[config.mk]
export PLATFORM = sky130hd
export DESIGN_NAME = a2d_spi_resp
export DESIGN_NICKNAME = d
export VERILOG_FILES = /design/src/rtl/a2d_spi_resp.sv
export SDC_FILE = /design/constraint.sdc
export NUM_CORES = 1
export LEC_CHECK = 0
export ABC_AREA = 1
export BUFFER_PORTS_ARGS = -buffer_cell sky130_fd_sc_hd__buf_2
export CAP_MARGIN = 20
export CORE_MARGIN = 8
export CORE_UTILIZATION = 52
export CTS_CLUSTER_DIAMETER = 150
export DETAILED_ROUTE_END_ITERATION = 16
export PLACE_DENSITY = 0.81
export SLEW_MARGIN = 25
export SYNTH_ARGS = -nofsm -noshare
export SYNTH_HDL_FRONTEND = slang
export SYNTH_SLANG_ARGS = --single-unit
[constraint.sdc]
create_clock -name clk -period 1.7 [get_ports clk]
set_input_delay 0.34 -clock clk [delete_from_list [all_inputs] [get_ports clk]]
set_output_delay 0.34 -clock clk [all_outputs]
set_load 0.02 [all_outputs]
[src/rtl/a2d_spi_resp.sv]
// SPI responder modelling an 8-channel A2D converter. Each 16-bit frame carries a command.
// The response to a frame is the conversion of the channel named by the previous valid command.
module a2d_spi_resp #(
  parameter int unsigned DATA_W     = 12,
  parameter int unsigned RESET_CHAN = 0
) (
  input  logic                clk,
  input  logic                rst_n,
  input  logic                SS_n,
  input  logic                SCLK,
  input  logic                MOSI,
  output logic                MISO,
  input  logic [8*DATA_W-1:0] ch_data,
  output logic [15:0]         cmd_rcvd,
  output logic                cmd_vld,
  output logic [2:0]          chan,
  output logic                frame_err
);

  localparam logic [4:0] FrameBits = 5'd16;

  typedef enum logic [1:0] {StIdle, StShift, StDone} state_e;

  state_e      state_q, state_d;
  logic [2:0]  ss_sync_q, sclk_sync_q;
  logic [1:0]  mosi_sync_q;
  logic [15:0] tx_q, tx_d;
  logic [15:0] rx_q, rx_d;
  logic [4:0]  cnt_q, cnt_d;
  logic [15:0] cmd_q, cmd_d;
  logic [2:0]  chan_q, chan_d;
  logic        vld_q, vld_d;
  logic        err_q, err_d;
  logic        pend_q, pend_d;
  logic        miso_q, miso_d;

  logic        ss_fall, ss_rise, sclk_rise, sclk_fall;
  logic [DATA_W-1:0] ch_arr [8];
  logic [15:0] tx_load;

  for (genvar g = 0; g < 8; g++) begin : g_ch
    assign ch_arr[g] = ch_data[g*DATA_W +: DATA_W];
  end

  assign tx_load = 16'(ch_arr[chan_q]);

  // SS_n sync resets low so a frame already in progress at reset release never looks like a fall.
  always_ff @(posedge clk or negedge rst_n) begin
    if (!rst_n) begin
      ss_sync_q   <= 3'b000;
      sclk_sync_q <= 3'b000;
      mosi_sync_q <= 2'b00;
    end else begin
      ss_sync_q   <= {ss_sync_q[1:0], SS_n};
      sclk_sync_q <= {sclk_sync_q[1:0], SCLK};
      mosi_sync_q <= {mosi_sync_q[0], MOSI};
    end
  end

  assign ss_fall   = ~ss_sync_q[1] &  ss_sync_q[2];
  assign ss_rise   =  ss_sync_q[1] & ~ss_sync_q[2];
  assign sclk_rise =  sclk_sync_q[1] & ~sclk_sync_q[2];
  assign sclk_fall = ~sclk_sync_q[1] &  sclk_sync_q[2];

  always_comb begin
    state_d = state_q;
    tx_d    = tx_q;
    rx_d    = rx_q;
    cnt_d   = cnt_q;
    cmd_d   = cmd_q;
    chan_d  = chan_q;
    vld_d   = 1'b0;
    err_d   = 1'b0;
    pend_d  = 1'b0;

    unique case (state_q)
      StIdle: begin
        if (ss_fall || pend_q) begin
          state_d = StShift;
          tx_d    = tx_load;
          rx_d    = '0;
          cnt_d   = '0;
        end
      end
      StShift: begin
        if (sclk_rise && (cnt_q < FrameBits)) begin
          rx_d  = {rx_q[14:0], mosi_sync_q[1]};
          cnt_d = cnt_q + 5'd1;
        end
        // Falls before the first rise are ignored so either SCLK idle level works.
        if (sclk_fall && (cnt_q != 5'd0) && (cnt_q < FrameBits)) begin
          tx_d = {tx_q[14:0], 1'b0};
        end
        if (ss_rise) begin
          state_d = StDone;
        end
      end
      StDone: begin
        if (cnt_q == FrameBits) begin
          cmd_d  = rx_q;
          chan_d = rx_q[13:11];
          vld_d  = 1'b1;
        end else begin
          err_d  = 1'b1;
        end
        pend_d  = ss_fall;
        state_d = StIdle;
      end
      default: begin
        state_d = StIdle;
      end
    endcase

    miso_d = ((state_d == StShift) && (cnt_d < FrameBits)) ? tx_d[15] : 1'b0;
  end

  always_ff @(posedge clk or negedge rst_n) begin
    if (!rst_n) begin
      state_q <= StIdle;
      tx_q    <= '0;
      rx_q    <= '0;
      cnt_q   <= '0;
      cmd_q   <= '0;
      chan_q  <= 3'(RESET_CHAN);
      vld_q   <= 1'b0;
      err_q   <= 1'b0;
      pend_q  <= 1'b0;
      miso_q  <= 1'b0;
    end else begin
      state_q <= state_d;
      tx_q    <= tx_d;
      rx_q    <= rx_d;
      cnt_q   <= cnt_d;
      cmd_q   <= cmd_d;
      chan_q  <= chan_d;
      vld_q   <= vld_d;
      err_q   <= err_d;
      pend_q  <= pend_d;
      miso_q  <= miso_d;
    end
  end

  assign MISO      = miso_q;
  assign cmd_rcvd  = cmd_q;
  assign cmd_vld   = vld_q;
  assign chan      = chan_q;
  assign frame_err = err_q;

endmodule
Word level (Yosys, flattened, before mapping)
Cells that the tools add are included.
Widths: inputs -> output; s select.
{"block": "word_totals", "register_bits": 70}
{"block": "classes", "addsub": 1, "order_cmp": 3, "n_eq_ne": 7, "n_mux": 21, "bitwise": 9, "reduce_logical": 11}
{"op": "$mux 16", "n": 4}
{"op": "$pmux 16 s2", "n": 2}
{"op": "$bmux 12 s3", "n": 1}
{"op": "$mux 12", "n": 2}
{"op": "$lt 5x5->1 const B", "n": 2}
{"op": "$mux 5", "n": 2}
{"op": "$pmux 5 s2", "n": 1}
{"op": "$mux 1", "n": 6}
{"op": "$ne 2x2->1 const B", "n": 3}
{"op": "$reduce_and 3->1", "n": 2}
{"op": "$add 5x1->5 const B", "n": 1}
{"op": "$eq 5x5->1 const B", "n": 1}
{"op": "$reduce_bool 5->1", "n": 1}
{"op": "$and 1x1->1", "n": 4}
{"op": "$eq 2x1->1 const B", "n": 2}
{"op": "$ge 4x4->1 const B", "n": 1}
{"op": "$logic_and 1x1->1", "n": 4}
{"op": "$mux 2", "n": 2}
{"op": "$not 1->1", "n": 4}
{"op": "$not 3->4", "n": 1}
{"op": "$pmux 2 s2", "n": 1}
{"op": "$eq 2x2->1 const B", "n": 1}
{"op": "$logic_not 2->1", "n": 1}
{"op": "$reduce_and 2->1", "n": 1}
{"op": "other kinds (2)", "n": 2}

Logic depth before layout (Yosys ltp)
{"block": "logic_depth", "depth_word": 8, "ltp_mapped": 9, "ltp_nobuf": 9}

Least setup slack after synthesis
OpenSTA, ideal clock, no wires.
{"block": "synth_timing", "path_kind": "flip-flop to flip-flop", "startpoint": "reg, netlist name cmd_rcvd[12]", "endpoint": "reg tx_q[11]", "setup_time_ns": 0.124, "arrival_time_ns": 1.253, "required_time_ns": 1.576, "path_slack_ns": 0.322, "path_stages_with_launch": 8, "period_less_slack_ns": 1.378, "path_cell_list": "dfrtp_1 -> buf_2 -> clkinv_1 -> clkbuf_1 -> nand2_1 -> nand3_1 -> nand3_1 -> nand3_1"}
{"item": "end signal: assignment", "line_no": "131", "source": "tx_q <= tx_d;"}
{"item": "end: declaration", "line_no": "27", "source": "logic [15:0] tx_q, tx_d;"}

==> run_results.csv <==
group,metric,value,unit
setup_path,critPathBufInv,2,
synth,synth_area,3890,sq um
die,start_util,53.7,%
setup_path,crit_chain,"buf_6, buf_2",
setup_path,cp_top_family,"buffers and inverters",
final_layout,fillCellCount,649,
setup_path,crit_arrival,1220,ps
global_route,antenna_found_initial,0,
final_layout,area_growth,21.8,%
global_route,grt_pass1_vias,3706,
sta,min_period,1560,ps
synth,synth_edf_count,0,
power_and_ir_drop,pwr-share-comb,13.9,%
clock_tree,ctsHtreeMaxLevel,3,
final_layout,final_util,65.4,%
synth,yosysWarnings,0,
global_route,grt_max_degree,68,
worst_hold_path,hp-class,"input port to asynchronous set/reset pin",
routing,drtPass1Iterations,5,
sta,relSlewSlack,73.9,%
synth,synthAdderAreaFrac,0.643,%
run_status,outcome,"complete, no violations",
routing,viasPerCell,4.95,
clock_tree,cts_sinks,67,
sta,fin_skew,3.44,ps
routing,drtIter0Drc,152,
routing,wl_per_cell,13.3,um
die,die_y,103,um
synth,synth.area.mux_share,0,%
setup_path,slowest_stage,"dfrtp_1",
synth,synthSimpleGateAreaFrac,35.4,%
final_layout,mostFrequentLayoutCells,"nand2_1 (172), buf_2 (122), nand3_1 (114), inv_1 (94), dfrtp_1 (67)",
final_layout,antenna_cells,0,
synth,syn_nets,649,
setup_path,critPathCaptureType,"primary output",
clock_tree,clk_latency,340,ps
power_and_ir_drop,p_total,3.54,mW
synth,synth_xor_area_share,0.450,%
routing,post-route-drc-count,0,
die,dieArea,10500,sq um
power_and_ir_drop,p_int,2.65,mW
global_route,overflow,0,
power_and_ir_drop,pwr-share-seq,49.4,%
setup_path,cp.required,1360,ps
sta,worst_slew_pin_slew,391,ps
synth,synthCells,546,
synth,synth_compound_area_share,5.33,%
die,core_area,7250,sq um
setup_path,cp-start-kind,"register",
clock_tree,clockRootBuffer,"clkbuf_8",
sta,setup_tns,0,ps
clock_tree,path_clk_slew,60,ps
synth,ys_ff_latch,67,
synth,ys_seq_area_share,43.1,%
sta,finalSetupViolCount,0,
synth,avgSynthCellArea,7.13,sq um
routing,vias,3770,
sta,hold_viol,0,
sta,drv_slew,0,
placed_design,port_buffers,122,
routing,final_antenna_net_count,0,
power_and_ir_drop,p_clk_share,36.7,%
sta,fmax,639,MHz
synth,yosys-top-cells-area,"dfrtp_1 (43%), nand2_1 (17%), nand3_1 (15%)",
power_and_ir_drop,power.leakage,2.75,nW
synth,synth_top_family_by_area,"simple AND/OR/NAND/NOR gates",
power_and_ir_drop,switching_share,24.9,%
sta,finalCritPeriodShare,92.0,%
placed_design,dp_hpwl,7610,um
final_layout,stdcell_count,762,
setup_path,max_stage_delay,390,ps
final_layout,drive_gt1_share,24.6,%
synth,synth_top_area_share,43.1,%
synth,synth_area_leader_cell,"dfrtp_1",
setup_path,crit_type,"register to primary output",
die,die_w,103,um
placed_design,dpl.cell_count,747,
power_and_ir_drop,max-vdd-ir-drop,0.502,mV
run,drv_cap,0,
die,ios,123,
placed_design,gp_congestion,0.867,
synth,yosys.cell_types.count,29,
routing,drt_wl_total,10100,um
synth,synthArstFlopShare,100,%
power_and_ir_drop,switching_power,0.881,mW
die,rows,31,
clock_tree,cts_hold_buf,0,
clock_tree,cts_max_path_buffers,2,
clock_tree,cts_tree,"done",
sta,rsz0062_at_grt,"false",
final_layout,final_nets,762,
clock_tree,cts_buffers,9,
final_layout,layout_commonest_cell,"nand2_1",
setup_path,crit_fanout,38,
power_and_ir_drop,power_density,745,nW/um^2
global_route,grt_pass1_wl,16500,um
global_route,grtUsageTotal,19.7,%
synth,synth_top_flop_cell,"dfrtp_1",
final timing paths:
path	depth (start not counted)	slack [ps]	to	from
max	2	140	chan[0]	cmd_rcvd[11]
min in group clk	1	100	ss_sync_q[0]	SS_n
max in group asynchronous	2	1420	cnt_q[4]	rst_n
max reg2reg	9	180	MISO	cnt_q[0]
min	2	5	cmd_rcvd[5]	rst_n
min reg2reg	0	350	ss_sync_q[1]	ss_sync_q[0]
cell type report:
type	instances	area (sq um)	area share, %
Multi-Input combinational cell	348	1630	34.4
Clock buffer	13	159	3.35
Tap cell	99	124	2.61
Sequential cell	67	1680	35.3
Timing Repair Buffer	134	742	15.6
Inverter	99	377	7.94
Clock inverter	2	35.0	0.739
per-stage QoR:
stage	hold slack, ps	worst slack, ps	area [sq um]
6_report	5.32	136	4740
5_1_grt	30.0	5.46	4740
4_1_cts	12.2	44.1	4730
3_5_place_dp	337	120	4540
3_3_place_gp	334	192	4540
2_1_floorplan	44.4	322	3890
synthesized netlist by cell type, types with 4 or more instances:
cell type and count:
dfrtp_1 67, inv_2 4, a21oi_1 5, nand2_1 172, o22ai_1 4, buf_2 10, buf_4 8, o21ai_0 15
buf_6 7, nand3_1 114, clkbuf_1 7, inv_1 94, nor2_1 13, o21ai_1 5
logic make-up (layout without fill, tap and decap cells):
| family | after synthesis | after routing |
|---|---|---|
| compound gates | 35 | 35 |
| simple gates | 309 | 309 |
| buf+inv | 131 | 248 |
| xor+xnor | 2 | 2 |
| fa+ha+maj | 2 | 2 |
| flops | 67 | 67 |
power groups by stage:
| stage | clock [mW] | combinational [mW] | sequential (mW) |
|---|---|---|---|
| global placement | 0 | 0.478 | 1.77 |
| floorplan | 0 | 0.302 | 1.76 |
| CTS | 1.33 | 0.496 | 1.75 |
| finish | 1.30 | 0.490 | 1.75 |
| detailed placement | 0 | 0.494 | 1.77 |
| global route | 1.38 | 0.561 | 1.76 |
per-layer routing:
metal  global-route usage (%)  wire [um]  vias to the layer above
met1                     22.5       4080                     1690
met2                     34.2       4760                      151
met5                        0          0                        -
met4                     7.00        215                        0
li1                         -          -                     1908
met3                     5.87       1050                       21
repair_timing:
item	CTS	global route
setup endpoints to repair	0	3
buffers inserted	0	0
resized for setup	0	3
state kept, by name, indices dropped and copies added (netlist names):
name and cells:
cmd_vld 1, cmd_rcvd 16, pend_q 1, mosi_sync_q 2
tx_q 16, frame_err 1, cnt_q 5, ss_sync_q 3
MISO 1, state_q 2, rx_q 16, sclk_sync_q 3
Note: power is estimated with default switching activity, not from simulation.
